===== config.mk =====
export PLATFORM = sky130hd
export DESIGN_NAME = serializador_piso
export DESIGN_NICKNAME = d
export VERILOG_FILES = /design/src/rtl/serializador_piso.sv
export SDC_FILE = /design/constraint.sdc
export NUM_CORES = 1
export LEC_CHECK = 0
export ABC_AREA = 0
export BUFFER_PORTS_ARGS = -buffer_cell sky130_fd_sc_hd__buf_2
export CORE_AREA = 2 2 39 41
export DETAILED_ROUTE_END_ITERATION = 6
export DIE_AREA = 0 0 41 43
export PLACE_DENSITY = 0.55
export SLEW_MARGIN = 20
export SYNTH_ARGS = -nofsm -noshare
export SYNTH_HDL_FRONTEND = slang
export SYNTH_SLANG_ARGS = --single-unit

===== constraint.sdc =====
create_clock -name clock -period 3.1 [get_ports clock]
set_clock_uncertainty 0.15 [all_clocks]
set_input_delay 0.62 -clock clock [delete_from_list [all_inputs] [get_ports clock]]
set_output_delay 0.62 -clock clock [all_outputs]
set_load 0.01 [all_outputs]

===== src/rtl/serializador_piso.sv =====
// Parallel-in/serial-out transmitter: accepts a WIDTH-bit word on load/ready and sends one bit per clock.
// Latency: first bit is registered on the accepting edge; done pulses one edge after the last bit.
// Backpressure: ready is low from the accepting edge until the edge after done; load is ignored meanwhile.
module serializador_piso #(
  parameter int WIDTH     = 4,
  parameter bit MSB_FIRST = 1'b0
) (
  input  logic             clock,
  input  logic             reset,
  input  logic [WIDTH-1:0] data_in,
  input  logic             load,
  output logic             ready,
  output logic             out,
  output logic             out_valid,
  output logic             done
);

  localparam int CNT_W = $clog2(WIDTH);
  localparam logic [CNT_W-1:0] LAST_CNT = CNT_W'(WIDTH - 1);

  typedef enum logic [1:0] {
    IDLE  = 2'd0,
    SHIFT = 2'd1,
    DONE  = 2'd2
  } state_t;

  state_t           state_q, state_d;
  logic [WIDTH-1:0] shreg_q, shreg_d;
  logic [CNT_W-1:0] count_q, count_d;
  logic             out_q, out_d;
  logic             out_valid_q, out_valid_d;
  logic             done_q, done_d;

  // The shift register keeps the bit currently on 'out' at its output end, so
  // the bit to send next is always the one adjacent to that end.
  logic             first_bit;
  logic             next_bit;
  logic [WIDTH-1:0] shreg_shifted;

  // Select bit order: output end is bit 0 for LSB-first, bit WIDTH-1 for MSB-first.
  always_comb begin
    if (MSB_FIRST) begin
      first_bit     = data_in[WIDTH-1];
      next_bit      = shreg_q[WIDTH-2];
      shreg_shifted = shreg_q << 1;
    end else begin
      first_bit     = data_in[0];
      next_bit      = shreg_q[1];
      shreg_shifted = shreg_q >> 1;
    end
  end

  // Next-state and next-output logic; outputs default to idle values each cycle.
  always_comb begin
    state_d     = state_q;
    shreg_d     = shreg_q;
    count_d     = count_q;
    out_d       = 1'b0;
    out_valid_d = 1'b0;
    done_d      = 1'b0;
    case (state_q)
      IDLE: begin
        if (load) begin
          shreg_d     = data_in;
          count_d     = '0;
          out_d       = first_bit;
          out_valid_d = 1'b1;
          state_d     = SHIFT;
        end
      end
      SHIFT: begin
        if (count_q == LAST_CNT) begin
          // Last bit has been on the line for one cycle; close the frame.
          state_d = DONE;
          done_d  = 1'b1;
        end else begin
          shreg_d     = shreg_shifted;
          count_d     = count_q + CNT_W'(1);
          out_d       = next_bit;
          out_valid_d = 1'b1;
        end
      end
      DONE: begin
        state_d = IDLE;
      end
      default: begin
        state_d = IDLE;
      end
    endcase
  end

  // State and registered outputs; reset clears everything immediately.
  always_ff @(posedge clock or posedge reset) begin
    if (reset) begin
      state_q     <= IDLE;
      shreg_q     <= '0;
      count_q     <= '0;
      out_q       <= 1'b0;
      out_valid_q <= 1'b0;
      done_q      <= 1'b0;
    end else begin
      state_q     <= state_d;
      shreg_q     <= shreg_d;
      count_q     <= count_d;
      out_q       <= out_d;
      out_valid_q <= out_valid_d;
      done_q      <= done_d;
    end
  end

  assign ready     = (state_q == IDLE);
  assign out       = out_q;
  assign out_valid = out_valid_q;
  assign done      = done_q;

endmodule


After elaboration in Yosys (flattened, before gate mapping)
Cells that the tools add are included.
- muxes and demuxes: 17
- add/sub/neg operators: 1
- eq/ne operators: 5
- reductions and logical operators: 4
- operator list (kind ; number):
    2-bit two-way mux ; 4
    4-bit two-way mux ; 2
    2-bit one-hot mux with 2 select lines ; 2
    4-bit one-hot mux with 2 select lines ; 1
    1-bit two-way mux ; 6
    2-bit inequality test (second input constant) ; 3
    1-bit one-hot mux with 2 select lines ; 2
    3-bit AND reduction ; 1
    2-bit by 1-bit adder with 2-bit output (second input constant) ; 1
    2-bit by 1-bit equality test with 1-bit output (second input constant) ; 1
    2-bit equality test (second input constant) ; 1
    2-bit zero test ; 1
    2-bit AND reduction ; 1
    2-bit nonzero test ; 1
- input bits: 7
- register bits: 11
- word-level logic and storage cells: 33
- output and inout bits: 4

Longest topological paths before layout
Gate-level depths: netlist of the first run.
- depth in word-level cells: 3
- depth in mapped cells: 4
- depth with buffers taken out: 4

Worst setup path after synthesis of the first run
No wires, ideal clock.
- kind: register to register
- start: register count_q[0]
- end: register count_q[0]
- library setup time: 0.125 ns
- cell stages (with the launch flop): 5
- data arrival time: 1.298 ns
- path buffers: 0
- data required time: 2.825 ns
- clock period less this slack: 1.573 ns
- setup slack: 1.527 ns
- cells stage by stage: dfrtp_1 ha_1 nand2b_1 a21oi_4 mux2_2
- cells in the longest elaborated chain, start to end: 3
- elaborated cells on any way between the ends: 6
- those cells by class: 1 x add/sub; 2 x eq/ne; 2 x mux; 1 x reduce/logical
- ends and longest elaborated chain (item ; line ; source):
    from (decl) ; 29 ; logic [CNT_W-1:0] count_q, count_d;
    from (signal assigned) ; 104 ; count_q <= count_d;
    2-bit by 1-bit adder with 2-bit output / 2-bit equality test (equally long branches) ; 78, 72 ;
    2-bit two-way mux / 2-bit inequality test (equally long branches) ; - ;
    2-bit one-hot mux with 2 select lines / 3-bit AND reduction (equally long branches) ; - ;
Parallel ways exist; a longest one is shown, timed or not. The select of a mux whose other input is x is not followed.
A chain may end at the register's enable or synchronous reset.

Worst setup path after layout of the first run
- start: register state_q[0]
- end: output ready
- cells in the longest elaborated chain, start to end: 1
- ends and longest elaborated chain (item ; line ; source):
    from (decl) ; 27 ; state_t state_q, state_d;
    from (signal assigned) ; 102 ; state_q <= state_d;
    2-bit zero test ; 111 ; assign ready = (state_q == IDLE);
    to (decl) ; 12 ; output logic ready,
No other way between the ends.

==> results.yml, run 1 <==
sta:
  period_share_pct: 58.0
  maxSlewHeadroom_pct: 75.1
  slew_viol_final: 0
  final-setup-viol-count: 0
  setup_tns_ps: 0
  rsz0062_at_grt: "no"
  final_hold_viol_count: 0
  fmax_ghz: 0.556
  min_period_ps: 1800
  worst_pin_slew_ps: 373
  holdWs_ps: 158
  setup_slack_ps: 1300
cells_and_area:
  area_growth_pct: 20.5
  layout.nets: 61
  fin_cells: 68
  diodes: 0
  nFillCells: 138
  final_cell_mix: "dfrtp_1 (10), buf_2 (10), inv_1 (4), mux2_4 (4), nor2_1 (4)"
  drive_above_1_share_pct: 44.2
worst_setup_path:
  critPathArrivalTime_ps: 1030
  start_kind: "flop"
  crit_path_end_kind: "output pin"
  required_ps: 2330
  critPathKind: "flop to output pin"
  rrSetupSlack_ps: 1440
  reg2regPathDepth: 4
  r2r-end: "count_q[0]$_DFFE_PP0P_"
  cp_max_fo: 9
  rr_startpoint: "count_q[0]$_DFFE_PP0P_"
grt:
  grt_pass1_wl_microns: 1310
  grt_use_total_pct: 12.7
  globalRouteOverflowTotal: 0
  antenna_found_initial: 0
  grt_max_degree: 11
  grt_pass1_vias: 317
logic_synthesis:
  ys_seq_elements: 10
  yosysUniqueCellTypes: 18
  seq_area_frac_synth_pct: 51.8
  avgSynthCellArea_sq_um: 12.4
  syn_inst: 39
  synth_area_sq_um: 483
  synth_fp_nets: 47
  yosys_warnings: 0
drt:
  postRouteWirelength_microns: 738
  first_iter_violations: 0
  vias: 323
  drc: 0
  routedWlPerCell_microns: 10.9
  antenna_left: 0
  drt-pass1-iter-count: 1
  via_per_inst: 4.75
placed_design:
  numPortBuffers: 10
  place.gp.congestion: 0.757
  hpwl_microns: 551
  dp_slack_ps: 1420
  placed_cells: 64
cts:
  numCtsBuffers: 3
  cts_root_buf: "clkbuf_4"
  cts_hold_buf: 0
  path_clk_slew_ps: 60
  cts_tree: "done"
  cts_sinks: 10
  clock_latency_ps: 270
  htree_levels: 1
  cts_buffer_depth: 2
  cts_resized: 0
  cts_setup_buffers: 0
status:
  status: "complete, no violations"
power_and_ir_drop:
  swShare_pct: 33.0
  clkPwrFrac_pct: 19.0
  ir_drop_v: 0.000595
  power_frac_comb_pct: 42.8
  p_int_mw: 0.409
  powerDensity_nw_per_um2: 1050
  power_frac_seq_pct: 38.2
  leakagePower_nw: 0.291
  switching_power_mw: 0.201
floorplanning:
  die_h_microns: 43
  rows: 14
  start_util_pct: 34.9
  io-pin-count: 11
  die_w_microns: 41
  core_sq_um: 1380
  die_area_sq_um: 1760
run:
  drv_cap: 0
worst_hold_path:
  hold_path_class: "primary input to async pin"
[metal layers]
| layer | up-vias | share of wire, % | wire length (microns) | global-route usage, % |
|---|---|---|---|---|
| li1 | 157 | - | - | - |
| met4 | 0 | 4.6 | 34 | 12.0 |
| met5 | - | 0 | 0 | 0 |
| met3 | 5 | 7.3 | 54 | 7.85 |
| met1 | 153 | 39 | 285 | 13.0 |
| met2 | 8 | 49 | 362 | 16.6 |
[sequential cells by signal, indices dropped and copies added, names as in the netlist]
signal,flops
count_q,2
done,1
out,1
out_valid,1
shreg_q,3
state_q,2
[power by group through the flow]
stage	logic (mW)	registers [mW]	clock network (mW)
floorplan	0.228	0.220	0
global placement	0.263	0.236	0
detailed placement	0.265	0.235	0
CTS	0.265	0.233	0.121
global route	0.293	0.243	0.133
finish	0.261	0.233	0.116
[worst max-delay path, stage by stage (launching register included)]
cell and delay (ps):
dfrtp_1 490, nor2_1 130, buf_2 130
[area by class of cell]
type	instances	area (sq um)	share of cell area [%]
tap	16	20.0	3.44
sequential	10	250	43.0
multi-input combinational	24	210	36.1
timing repair buffer	10	50.0	8.60
inverter	4	15.0	2.58
clock buffer	4	36.3	6.24
[cells by family (layout without fill, tap and decap cells)]
family,count (synthesis),after routing,share of synthesized area [%]
compound gates,7,7,10.9
simple gates,11,11,15.3
buf+inv,5,18,4.66
mux,5,5,14.8
fa+ha+maj,1,1,2.59
flops,10,10,51.8
[worst max path at each step]
stage                                       from                      to  slack, ps  depth (start not counted)
after global placement                      load  count_q[0]$_DFFE_PP0P_       1440                          4
after detailed placement                    load  count_q[0]$_DFFE_PP0P_       1420                          4
after floorplan           count_q[0]$_DFFE_PP0P_  count_q[0]$_DFFE_PP0P_       1530                          4
after CTS                 state_q[0]$_DFFE_PP0P_                   ready       1300                          2
final                     state_q[0]$_DFFE_PP0P_                   ready       1300                          2
after global routing      state_q[0]$_DFFE_PP0P_                   ready       1230                          2
[stage by stage]
step                      instance area (sq um)  power [mW]  util, %
after floorplan                             483       0.448        -
after global placement                      546       0.499     39.4
after detailed placement                    546       0.500     39.4
after CTS                                   582       0.619     42.0
after global routing                        582       0.669     42.0
final                                       582       0.610     42.0
[synth_stat cells, drive strengths merged]
cell	count	area share [%]
a21oi	4	6.5
nand2	1	0.78
nor2	4	3.1
inv	4	3.1
o22a	1	2.1
nand3	1	1.0
nand2b	3	7.0
nand4b	1	1.8
dfrtp	10	52
o21ai	1	1.0
o22ai	1	1.3
mux2	5	15
ha	1	2.6
nand3b	1	1.6
buf	1	1.6
Note: power is estimated with default switching activity, not from simulation.
==> run 2, diff against run 1 <==
PLACE_DENSITY = 0.58   (was 0.55)
clock period = 1.5 ns   (was 3.1 ns; I/O delays follow)
==> run 2 against run 1 <==
Compared with the run above: the flow now finishes with violations (negative setup slack); via count increased by 7.1%; die area unchanged; core utilization increased by 4.6 points; combinational power increased to 2.8 times the previous value; critical endpoint is now count_q[0]$_DFFE_PP0P_; highest routed layer is now met3.
==> results.yml, run 2 (same netlist as run 1, synthesis figures left out) <==
floorplanning:
  die_area_sq_um: 1760
  die_h_microns: 43
  io-pin-count: 11
  start_util_pct: 34.9
  rows: 14
  core_sq_um: 1380
  die_w_microns: 41
sta:
  fmax_ghz: 0.659
  slew_viol_final: 0
  period_share_pct: 101
  setup_tns_ps: -38.4
  rsz0062_at_grt: "yes"
  worst_pin_slew_ps: 385
  holdWs_ps: 153
  setup_slack_ps: -17.1
  final_hold_viol_count: 0
  final-setup-viol-count: 3
  min_period_ps: 1520
  maxSlewHeadroom_pct: 74.3
worst_setup_path:
  critPathKind: "flop to flop"
  crit_path_end_kind: "flop"
  rr_startpoint: "count_q[1]$_DFFE_PP0P_"
  cp_max_fo: 5
  critPathArrivalTime_ps: 1510
  startpoint: "count_q[1]$_DFFE_PP0P_"
  start_kind: "flop"
  required_ps: 1500
cells_and_area:
  fin_area_sq_um: 646
  utilization_pct: 46.7
  final_cell_mix: "buf_2 (10), dfrtp_1 (9), buf_4 (7), mux2_4 (5)"
  register_area_sq_um: 251
  drive_above_1_share_pct: 54.2
  layout.nets: 69
  final_common_cell: "buf_2"
  largest_reg_flops: 3
  area_growth_pct: 33.7
  max_flop_register: "shreg_q"
  nFillCells: 122
  multi_input_area_sq_um: 224
  fin_cells: 75
  diodes: 0
  reg_top3: "shreg_q (3), count_q (2), state_q (2)"
drt:
  antenna_left: 0
  postRouteWirelength_microns: 873
  drc: 0
  first_iter_violations: 0
  routedWlPerCell_microns: 11.6
  drt-pass1-iter-count: 1
  vias: 346
  via_per_inst: 4.61
cts:
  cts_sinks: 10
  path_clk_slew_ps: 70
  clock_latency_ps: 260
  cts_buffer_depth: 2
  numCtsBuffers: 3
  htree_levels: 1
  cts_root_buf: "clkbuf_4"
  cts_tree: "done"
power_and_ir_drop:
  power_frac_comb_pct: 52.6
  clkPwrFrac_pct: 13.3
  switching_power_mw: 0.459
  leakagePower_nw: 0.327
  powerDensity_nw_per_um2: 2140
  ir_drop_v: 0.000788
  power_frac_seq_pct: 34.1
  swShare_pct: 33.2
  finalPower_mw: 1.38
  p_int_mw: 0.922
placed_design:
  place.gp.congestion: 0.738
  postPlaceCellArea_sq_um: 589
  numPortBuffers: 10
  dp_slack_ps: -57.1
  placed_cells: 68
  hpwl_microns: 661
status:
  violations: "negative setup slack"
  status: "finished with violations"
run:
  drv_cap: 0
grt:
  grt_max_degree: 11
  grt_pass1_wl_microns: 1540
  antenna_found_initial: 0
  grt_use_total_pct: 12.9
  grt_pass1_vias: 388
  globalRouteOverflowTotal: 0
worst_hold_path:
  min_from: "data_in[0]"
  hold_path_class: "primary input to flop"
[run 2: what timing repair did]
action | in CTS | in global routing
setup buffers | 1 | 2
hold buffers | 1 | 0
setup endpoints to repair | 3 | 4
pin swaps | 2 | 0
endpoints found under the hold margin | 10 | 0
resized for setup | 1 | 0
[run 2: cell type report]
cell class | instances | area share [%]
repair buffers | 18 | 17.4
inverters | 4 | 2.33
clock buffers | 3 | 3.49
flip-flops and latches | 10 | 39.0
multi-input cells | 24 | 34.7
well taps | 16 | 3.10
[run 2: path summary, 6_finish.rpt]
path / to / slack, ps / depth (start not counted)
min in group asynchronous: out$_DFF_PP0_ / 400 / 3
min reg2reg: shreg_q[2]$_DFFE_PP0P_ / 380 / 1
max reg2reg: count_q[0]$_DFFE_PP0P_ / -20 / 4
min: out$_DFF_PP0_ / 150 / 3
max: count_q[0]$_DFFE_PP0P_ / -20 / 4
max in group asynchronous: state_q[0]$_DFFE_PP0P_ / 500 / 3
[run 2: power by group through the flow]
| stage | logic (mW) | clock network (mW) | registers [mW] |
|---|---|---|---|
| global route | 0.803 | 0.200 | 0.491 |
| floorplan | 0.518 | 0 | 0.457 |
| global placement | 0.676 | 0 | 0.472 |
| CTS | 0.699 | 0.190 | 0.473 |
| finish | 0.726 | 0.183 | 0.471 |
| detailed placement | 0.685 | 0 | 0.475 |
[run 2: critical path: stages, from the launching register on]
cell      delay (ps)
dfrtp_1          380
ha_2             190
nand2b_4         150
a21oi_4          210
mux2_4           320
[run 2: routing by layer]
layer	part of all wire (%)	vias to the layer above	track usage, %
li1	-	175	-
met1	48	163	17.7
met2	48	8	18.4
met3	3.8	0	3.14
met4	0	0	6.00
met5	0	-	0
==> run 3, diff against run 2 <==
ABC_CLOCK_PERIOD_IN_PS = 1500   (was default)
BUFFER_PORTS_ARGS = default   (was -buffer_cell sky130_fd_sc_hd__buf_2)
DONT_BUFFER_PORTS = 1   (was default)
PLACE_DENSITY = 0.5   (was 0.58)
==> run 3 against run 2 <==
Compared with the run above: the run still ends with negative setup slack left; largest power group unchanged; highest routed layer is now met4; setup slack worse by 4.6 ps; die area unchanged; clock-buffer cell count increased by 1; critical path depth stayed put; clock power rose by 32%; cell count is 8.0% lower.
==> results.yml, run 3 (same netlist as run 1, synthesis figures left out) <==
cells_and_area:
  max_flop_register: "shreg_q"
  fin_area_sq_um: 639
  layout.nets: 62
  final_common_cell: "buf_4"
  utilization_pct: 46.2
  largest_reg_flops: 3
  final_cell_mix: "buf_4 (10), dfrtp_1 (9), mux2_4 (5), inv_1 (4)"
  drive_above_1_share_pct: 50.9
  diodes: 0
  area_growth_pct: 32.4
  fin_cells: 69
  reg_top3: "shreg_q (3), count_q (2), state_q (2)"
drt:
  first_iter_violations: 0
  antenna_left: 0
  via_per_inst: 4.64
  drt-pass1-iter-count: 1
  postRouteWirelength_microns: 908
  vias: 320
  drc: 0
  routedWlPerCell_microns: 13.2
sta:
  period_share_pct: 101
  maxSlewHeadroom_pct: 75.6
  holdWs_ps: 48.4
  setup_tns_ps: -57.2
  fmax_ghz: 0.657
  min_period_ps: 1520
  worst_pin_slew_ps: 366
  rsz0062_at_grt: "yes"
  final_hold_viol_count: 0
  final-setup-viol-count: 3
  setup_slack_ps: -21.7
  slew_viol_final: 0
grt:
  grt_busiest_layer: "met2"
  grt_use_met2_pct: 19.7
  grt_pass1_vias: 364
  grt_max_degree: 11
  antenna_found_initial: 0
  grt_use_total_pct: 13.2
  globalRouteOverflowTotal: 0
  grt_pass1_wl_microns: 1540
  met1_usage_pct: 17.2
  met3_usage_pct: 3.14
worst_setup_path:
  critPathArrivalTime_ps: 1520
  max_stage_delay_ps: 390
  rr_startpoint: "count_q[0]$_DFFE_PP0P_"
  cp_max_fo: 4
  startpoint: "count_q[0]$_DFFE_PP0P_"
  cp-endpoint: "shreg_q[1]$_DFFE_PP0P_"
  r2r-end: "shreg_q[1]$_DFFE_PP0P_"
  rrSetupSlack_ps: -20
  cp_cell_sequence: "ha_2 > nand2b_4 > a21oi_4 > mux2_4"
  crit_path_top_delay_cell: "dfrtp_1"
  required_ps: 1500
  start_kind: "flop"
  reg2regPathDepth: 4
  critPathKind: "flop to flop"
  crit_path_end_kind: "flop"
status:
  violations: "negative setup slack"
  status: "finished with violations"
power_and_ir_drop:
  power_frac_seq_pct: 32.9
  power_frac_comb_pct: 50.8
  clkPwrFrac_pct: 16.3
  p_int_mw: 1.00
  powerDensity_nw_per_um2: 2320
  swShare_pct: 32.4
  leakagePower_nw: 0.307
  switching_power_mw: 0.479
  ir_drop_v: 0.000830
  finalPower_mw: 1.48
placed_design:
  placed_cells: 60
  hpwl_microns: 702
  postPlaceCellArea_sq_um: 554
  place.gp.congestion: 0.699
  dp_slack_ps: -55.8
  numPortBuffers: 0
cts:
  cts_sinks: 10
  numCtsBuffers: 3
  cts_buffer_depth: 2
  clock_latency_ps: 260
  htree_levels: 1
  cts_root_buf: "clkbuf_4"
  cts_tree: "done"
  path_clk_slew_ps: 70
floorplanning:
  die_area_sq_um: 1760
  io-pin-count: 11
  die_w_microns: 41
  die_h_microns: 43
  rows: 14
  start_util_pct: 34.9
  core_sq_um: 1380
run:
  drv_cap: 0
worst_hold_path:
  hold_path_class: "primary input to flop"
  min_from: "load"
-- run 3: cell count changes in the layout (fill, tap and decap cells not counted), sizes merged --
cell    previous run  this run
buf               17        10
clkbuf             3         4
-- run 3: layer usage --
metal,wire length (microns),vias up
met5,0,-
met4,8,0
met3,39,2
met2,489,7
met1,371,152
li1,-,159
-- run 3: worst min-delay path by stage --
stage,end,slack (ps),depth (start not counted)
3_3_place_gp,count_q[1]$_DFFE_PP0P_,30,1
2_1_floorplan,count_q[0]$_DFFE_PP0P_,-10,1
5_1_grt,out$_DFF_PP0_,60,2
4_1_cts,out$_DFF_PP0_,40,2
6_report,out$_DFF_PP0_,50,2
3_5_place_dp,count_q[1]$_DFFE_PP0P_,40,1
-- run 3: worst max-delay path: cells and delay by family, from the launching register on --
kind,cells,cell delay [ps]
simple gates,1,150
compound gates,1,200
mux,1,320
flops,1,390
fa+ha+maj,1,190
-- run 3: layout make-up --
cell class	instances	area [sq um]
inverter	4	15.0
timing repair buffer	11	85.1
clock buffer	4	36.3
multi-input combinational	24	231
tap	16	20.0
sequential	10	251
fill	138	744
-- run 3: what timing repair did --
item | 4_1_cts | 5_1_grt
gates cloned | 0 | 0
endpoints found under the setup margin | 4 | 4
hold endpoints to repair | 10 | 0
pin swaps | 1 | 0
gates resized for setup | 3 | 0
buffers inserted | 2 | 2
hold buffers | 1 | 0
-- run 3: power groups by stage --
stage | Clock [mW] | Sequential (mW) | Combinational, mW
global placement | 0 | 0.492 | 0.643
floorplan | 0 | 0.457 | 0.518
global route | 0.258 | 0.505 | 0.827
CTS | 0.247 | 0.497 | 0.712
finish | 0.242 | 0.488 | 0.752
detailed placement | 0 | 0.501 | 0.657
